==> src/rtl/hazard_forward_unit.sv <==
// EX-stage operand forwarding plus load-use / data-memory-wait hazard control.
// One forwarding lane per ALU source; a small FSM drives PC/IF-ID stall, EX bubble and back-end freeze.

module hazard_forward_lane #(
  parameter int XLEN = 32,
  parameter int RA_W = 5
) (
  input  logic [RA_W-1:0] rs_addr,
  input  logic [XLEN-1:0] rs_data,
  input  logic [RA_W-1:0] mem_rd_addr,
  input  logic            mem_regwrite,
  input  logic [XLEN-1:0] mem_rd_data,
  input  logic [RA_W-1:0] wb_rd_addr,
  input  logic            wb_regwrite,
  input  logic [XLEN-1:0] wb_rd_data,
  input  logic            hold_valid,
  input  logic [RA_W-1:0] hold_addr,
  input  logic [XLEN-1:0] hold_data,
  output logic [1:0]      sel,
  output logic [XLEN-1:0] data
);
  logic nz;
  assign nz = (rs_addr != '0);

  // Youngest producer wins: MEM, then WB, then the WB value parked during a freeze.
  always_comb begin
    sel  = 2'd0;
    data = rs_data;
    if (nz && mem_regwrite && mem_rd_addr == rs_addr) begin
      sel  = 2'd1;
      data = mem_rd_data;
    end else if (nz && wb_regwrite && wb_rd_addr == rs_addr) begin
      sel  = 2'd2;
      data = wb_rd_data;
    end else if (nz && hold_valid && hold_addr == rs_addr) begin
      sel  = 2'd3;
      data = hold_data;
    end
  end
endmodule

module hazard_forward_unit #(
  parameter int XLEN       = 32,
  parameter int RA_W       = 5,
  parameter int LU_BUBBLES = 1,
  parameter int CNT_W      = 16
) (
  input  logic             clk,
  input  logic             rst_n,
  input  logic [RA_W-1:0]  id_rs1_addr,
  input  logic [RA_W-1:0]  id_rs2_addr,
  input  logic             id_rs1_used,
  input  logic             id_rs2_used,
  input  logic [RA_W-1:0]  ex_rs1_addr,
  input  logic [RA_W-1:0]  ex_rs2_addr,
  input  logic [XLEN-1:0]  ex_rs1_data,
  input  logic [XLEN-1:0]  ex_rs2_data,
  input  logic [XLEN-1:0]  ex_imm,
  input  logic             ex_alusrc_b,
  input  logic [RA_W-1:0]  ex_rd_addr,
  input  logic             ex_memread,
  input  logic [RA_W-1:0]  mem_rd_addr,
  input  logic             mem_regwrite,
  input  logic [XLEN-1:0]  mem_rd_data,
  input  logic             mem_req,
  input  logic             mem_ready,
  input  logic [RA_W-1:0]  wb_rd_addr,
  input  logic             wb_regwrite,
  input  logic [XLEN-1:0]  wb_rd_data,
  output logic [XLEN-1:0]  alu_a,
  output logic [XLEN-1:0]  alu_b,
  output logic [XLEN-1:0]  store_data,
  output logic [1:0]       fwd_a_sel,
  output logic [1:0]       fwd_b_sel,
  output logic             stall_if,
  output logic             stall_id,
  output logic             bubble_ex,
  output logic             freeze_back,
  output logic [CNT_W-1:0] stall_cnt
);
  localparam int NUM_SRC = 2;
  localparam logic [1:0] LU_INIT = 2'(LU_BUBBLES - 1);

  typedef enum logic [1:0] {RUN, LU_WAIT, MEM_WAIT} state_t;

  state_t            state;
  logic [1:0]        lu_cnt;
  logic              hold_valid;
  logic [RA_W-1:0]   hold_addr;
  logic [XLEN-1:0]   hold_data;
  logic              lu, mw;

  logic [NUM_SRC-1:0][RA_W-1:0] src_addr;
  logic [NUM_SRC-1:0][XLEN-1:0] src_data;
  logic [NUM_SRC-1:0][1:0]      src_sel;
  logic [NUM_SRC-1:0][XLEN-1:0] fwd_data;

  assign src_addr = {ex_rs2_addr, ex_rs1_addr};
  assign src_data = {ex_rs2_data, ex_rs1_data};

  genvar g;
  for (g = 0; g < NUM_SRC; g++) begin : g_lane
    hazard_forward_lane #(.XLEN(XLEN), .RA_W(RA_W)) u_lane (
      .rs_addr      (src_addr[g]),
      .rs_data      (src_data[g]),
      .mem_rd_addr  (mem_rd_addr),
      .mem_regwrite (mem_regwrite),
      .mem_rd_data  (mem_rd_data),
      .wb_rd_addr   (wb_rd_addr),
      .wb_regwrite  (wb_regwrite),
      .wb_rd_data   (wb_rd_data),
      .hold_valid   (hold_valid),
      .hold_addr    (hold_addr),
      .hold_data    (hold_data),
      .sel          (src_sel[g]),
      .data         (fwd_data[g])
    );
  end

  assign fwd_a_sel  = src_sel[0];
  assign fwd_b_sel  = src_sel[1];
  assign alu_a      = fwd_data[0];
  assign store_data = fwd_data[1];
  assign alu_b      = ex_alusrc_b ? ex_imm : fwd_data[1];

  assign lu = ex_memread && (ex_rd_addr != '0) &&
              ((id_rs1_used && ex_rd_addr == id_rs1_addr) ||
               (id_rs2_used && ex_rd_addr == id_rs2_addr));
  assign mw = mem_req && !mem_ready;

  // A memory wait outranks bubbling; the release cycle of MEM_WAIT drives nothing.
  always_comb begin
    stall_if    = 1'b0;
    stall_id    = 1'b0;
    bubble_ex   = 1'b0;
    freeze_back = 1'b0;
    if (mw) begin
      stall_if    = 1'b1;
      stall_id    = 1'b1;
      freeze_back = 1'b1;
    end else if (state == LU_WAIT || (state == RUN && lu)) begin
      stall_if  = 1'b1;
      stall_id  = 1'b1;
      bubble_ex = 1'b1;
    end
  end

  always_ff @(posedge clk or negedge rst_n) begin
    if (!rst_n) begin
      state      <= RUN;
      lu_cnt     <= 2'd0;
      hold_valid <= 1'b0;
      hold_addr  <= '0;
      hold_data  <= '0;
      stall_cnt  <= '0;
    end else begin
      if (stall_if && stall_cnt != '1) stall_cnt <= stall_cnt + CNT_W'(1);
      if (!freeze_back && !bubble_ex) hold_valid <= 1'b0;
      case (state)
        RUN: begin
          if (mw) begin
            state <= MEM_WAIT;
            // WB retires during the freeze while EX still needs its value.
            if (wb_regwrite && wb_rd_addr != '0) begin
              hold_valid <= 1'b1;
              hold_addr  <= wb_rd_addr;
              hold_data  <= wb_rd_data;
            end
          end else if (lu && LU_BUBBLES > 1) begin
            state  <= LU_WAIT;
            lu_cnt <= LU_INIT;
          end
        end
        LU_WAIT: begin
          if (mw) begin
            state <= MEM_WAIT;
          end else begin
            lu_cnt <= lu_cnt - 2'd1;
            if (lu_cnt == 2'd1) state <= RUN;
          end
        end
        MEM_WAIT: begin
          if (!mw) state <= (lu_cnt != 2'd0) ? LU_WAIT : RUN;
        end
        default: state <= RUN;
      endcase
    end
  end
endmodule
==> config.mk <==
export PLATFORM = sky130hd
export DESIGN_NAME = hazard_forward_unit
export DESIGN_NICKNAME = d
export VERILOG_FILES = /design/src/rtl/hazard_forward_unit.sv
export SDC_FILE = /design/constraint.sdc
export NUM_CORES = 1
export LEC_CHECK = 0
export ABC_CLOCK_PERIOD_IN_PS = 6500
export CORE_AREA = 2 2 160 123
export CTS_BUF_LIST = sky130_fd_sc_hd__clkbuf_8
export DETAILED_ROUTE_END_ITERATION = 10
export DIE_AREA = 0 0 162 125
export GPL_ROUTABILITY_DRIVEN = 0
export PLACE_DENSITY_LB_ADDON = 0.08
export REMOVE_ABC_BUFFERS = 1
export SLEW_MARGIN = 20
export SYNTH_ARGS = -nofsm -noshare
export SYNTH_HDL_FRONTEND = slang
export SYNTH_SLANG_ARGS = --single-unit
==> constraint.sdc <==
create_clock -name clk -period 6.5 [get_ports clk]
set_input_delay 0.975 -clock clk [delete_from_list [all_inputs] [get_ports clk]]
set_output_delay 0.975 -clock clk [all_outputs]
set_load 0.005 [all_outputs]
==> impl_results.md <==
* Status: complete, no violations
* Vias in the first global route at 6,412
* Area Growth Syn to Fin at 67.0%
* RSZ-0062 raised after global routing: no
* Slew @ Worst Pin at 1.01 ns
* Layout cell share with drive strength beyond 1 at 11.8%
* Area of the multi-input gates at 3750 um^2
* Seq/Total Area, Yosys at 26.5%
* Core Rows at 44
* Max Cap Viol at 0
* Clock Latency Late Sink at about 0.34 ns
* CP Launch Type: primary input
* CP Class: primary input to primary output
* Sw Share at 31.8%
* Synth unique cells at 40
* Worst hold slack at 0.496 ns
* Post_cts resized at 0
* Synth top cells by count: 70 x nand2_1, 69 x mux2_2, 66 x a21o_1
* Core area at 18,800 um^2
* H-tree lvl count at 3
* Share of the synthesized area in the top cell type at roughly a quarter
* CTS tree: built
* Avg Synthesized Cell Area at between 8 and 9 um^2
* Placed Cells at 1,189
* Clock share of power at 24.5%
* Clk sinks at 58
* IO Pins at around 330
* N_diodes at 0
* Final Max Tran Viols at 0
* Clock Path Buffers at 2
* Starting Density at 29.1%
* Post-CTS Hold Fix Bufs at 0
* Top cell type by total area after synthesis: dfrtp_1
* Crit share post-route at about four fifths
* Pleak at 3.66 nW
* Flop pwr share at 33.9%
* DP Wirelength at 16,200 um
* Netlist Area Pre-Place at approximately 5500 um^2
* Final min period at 5.19 ns
* Clock transition at path regs at approximately 0.080 ns
* TritonCTS Buffers at 9
* CP Data Required Time at approximately 5.5 ns
* Finished Core Util at 48.6%
* Final wirelength at between 20,000 and 25,000 um
* Routed len/inst at 19.4 um
* Gr usage total at 22.4%
* Synth area leaders: dfrtp_1 27%, mux2_2 14%, a311oi_1 10%, a21o_1 9.0%, xnor2_1 6.7%
* Pint at 1.18 mW
* Hold Violations, Final at 0
* Maximum vdd ir drop at 0.147 mV
* Wire length of the first global-routing pass at 36,200 um
* Residual DRC count at 0
* Critical path fanouts, max at 26
* Final setup viols at 0
* Synth async-reset ratio at 100%
* Logic pwr share at 41.6%
* Slew HR at 33.0%
* Drt first pass iters at 4
* Register area at 1450 um^2
* Initial antenna violation count at 0
* Critical Path AT at about 4.2 ns
* Worst hold path type: register to register
* Horiz. Die Dim at 162 um
* 1st-iter DRT viols at 357
* Critical Path Sink Type: primary output
* Total global routing overflow at 0
* Layout fillers at 1,875
* Die ar. at 20,300 um^2
* Vias at roughly 6,400
* Primary FF master, synth: dfrtp_1
* Vias per cell at 5.27
* I/O Buffers at 324
* Most common cell in the netlist: nand2_1
* Synthesis Warnings at 0
* PwrDens at between 150 and 200 nW/um^2
* Psw at 547 uW
* Setup Buffers After CTS at 0
* Yosys reg bits at 58
* Die span in y at 125 um
* Final antenna-violating net count at 0
* EDFF count, synth at 0
* Clock skew at 0.0107 ns
* Fmax at 193 MHz
* CTS Root Buffer Type: clkbuf_8
* Final net count at 1,155
* Largest net degree at the start of global routing at 67
* Synth Instances at 660
* Non-filler cells, final at 1,205
-- power groups by stage --
| stage | registers, mW | clock network (mW) | logic (mW) |
|---|---|---|---|
| finish | 0.584 | 0.422 | 0.717 |
| global route | 0.604 | 0.450 | 0.780 |
| CTS | 0.583 | 0.436 | 0.725 |
| detailed placement | 0.588 | 0 | 0.722 |
| global placement | 0.592 | 0 | 0.714 |
| floorplan | 0.562 | 0 | 0.328 |
-- worst max-delay path, stage by stage --
cell and delay (ns):
clkdlybuf4s50_1 0.50, or4_4 0.62, o211a_1 0.63, buf_4 0.37, nand3_1 0.09, a311oi_1 0.09
a21o_1 0.20, mux2_2 0.29, clkdlybuf4s50_1 0.45
-- kinds of logic after synthesis --
kind of cell / Yosys count / synth area share (%)
and+or+nand+nor: 228 / 19.7
DFF: 58 / 26.5
xor gates and xnor gates: 56 / 8.96
buffers and inverters: 68 / 5.60
AOI/OAI and AO/OA: 178 / 24.4
muxes: 69 / 14.2
adders and majority gates: 3 / 0.685
-- stage by stage --
| step | instance area, um^2 | setup slack [ns] | power [mW] | setup TNS [ns] |
|---|---|---|---|---|
| final | 9150 | 1.31 | 1.72 | 0 |
| after global routing | 9150 | 1.19 | 1.83 | 0 |
| after floorplan | 5180 | -0.878 | 0.891 | -75.19 |
| after CTS | 9150 | 1.28 | 1.74 | 0 |
| after global placement | 8900 | 1.32 | 1.31 | 0 |
| after detailed placement | 8900 | 1.28 | 1.31 | 0 |
-- area by class of cell --
class                      instances  share of cell area [%]
tap                              253                    3.46
inverter                           4                   0.164
clock inverter                     6                    1.24
clock buffer                      10                    1.50
timing repair buffer             340                    36.8
multi-input combinational        534                    41.0
sequential                        58                    15.9
-- flip-flops by register name, indices dropped and copies added (netlist names) --
| register | count |
|---|---|
| hold_addr | 5 |
| hold_data | 32 |
| hold_valid | 1 |
| lu_cnt | 2 |
| stall_cnt | 16 |
| state | 2 |
-- layer usage --
layer  global-route usage (%)  vias to the layer above  part of all wire [%]
met1                     29.0                     3066                    44
li1                         -                     3038                     -
met2                     39.0                      230                    48
met5                        0                        -                     0
met3                     4.84                       17                   6.7
met4                     3.70                        0                   1.1
-- layout by cell type (no fill, tap or decap), types with 2 or more instances in the layout --
cell type / instances
clkdlybuf4s50_1: 322
bufinv_16: 3
nor4_2: 2
nor2_1: 39
and2_0: 2
buf_4: 15
ha_1: 3
nand3_1: 41
buf_2: 2
nand4_1: 12
xor2_1: 14
and3_1: 13
o21ai_0: 34
nand2_1: 70
xnor2_1: 42
nor3_1: 33
a21o_1: 66
nor4_1: 2
clkbuf_8: 10
or4_1: 3
a21oi_1: 4
and4_1: 4
clkinvlp_4: 2
dfrtp_1: 58
mux2_2: 69
a311oi_1: 64
inv_1: 4
-- path summary, 6_finish.rpt --
kind / start / end / slack [ns] / cells after the start
max: ex_rs2_addr[0] / alu_b[8] / 1.31 / 9
min: stall_cnt[14]$_DFFE_PN0P_ / stall_cnt[14]$_DFFE_PN0P_ / 0.50 / 1
max reg2reg: stall_cnt[2]$_DFFE_PN0P_ / stall_cnt[1]$_DFFE_PN0P_ / 4.22 / 5
min reg2reg: stall_cnt[14]$_DFFE_PN0P_ / stall_cnt[14]$_DFFE_PN0P_ / 0.50 / 1
max in group asynchronous: rst_n / hold_data[12]$_DFFE_PN0P_ / 5.16 / 2
min in group asynchronous: rst_n / stall_cnt[14]$_DFFE_PN0P_ / 0.80 / 2
Note: power is estimated with default switching activity, not from simulation.
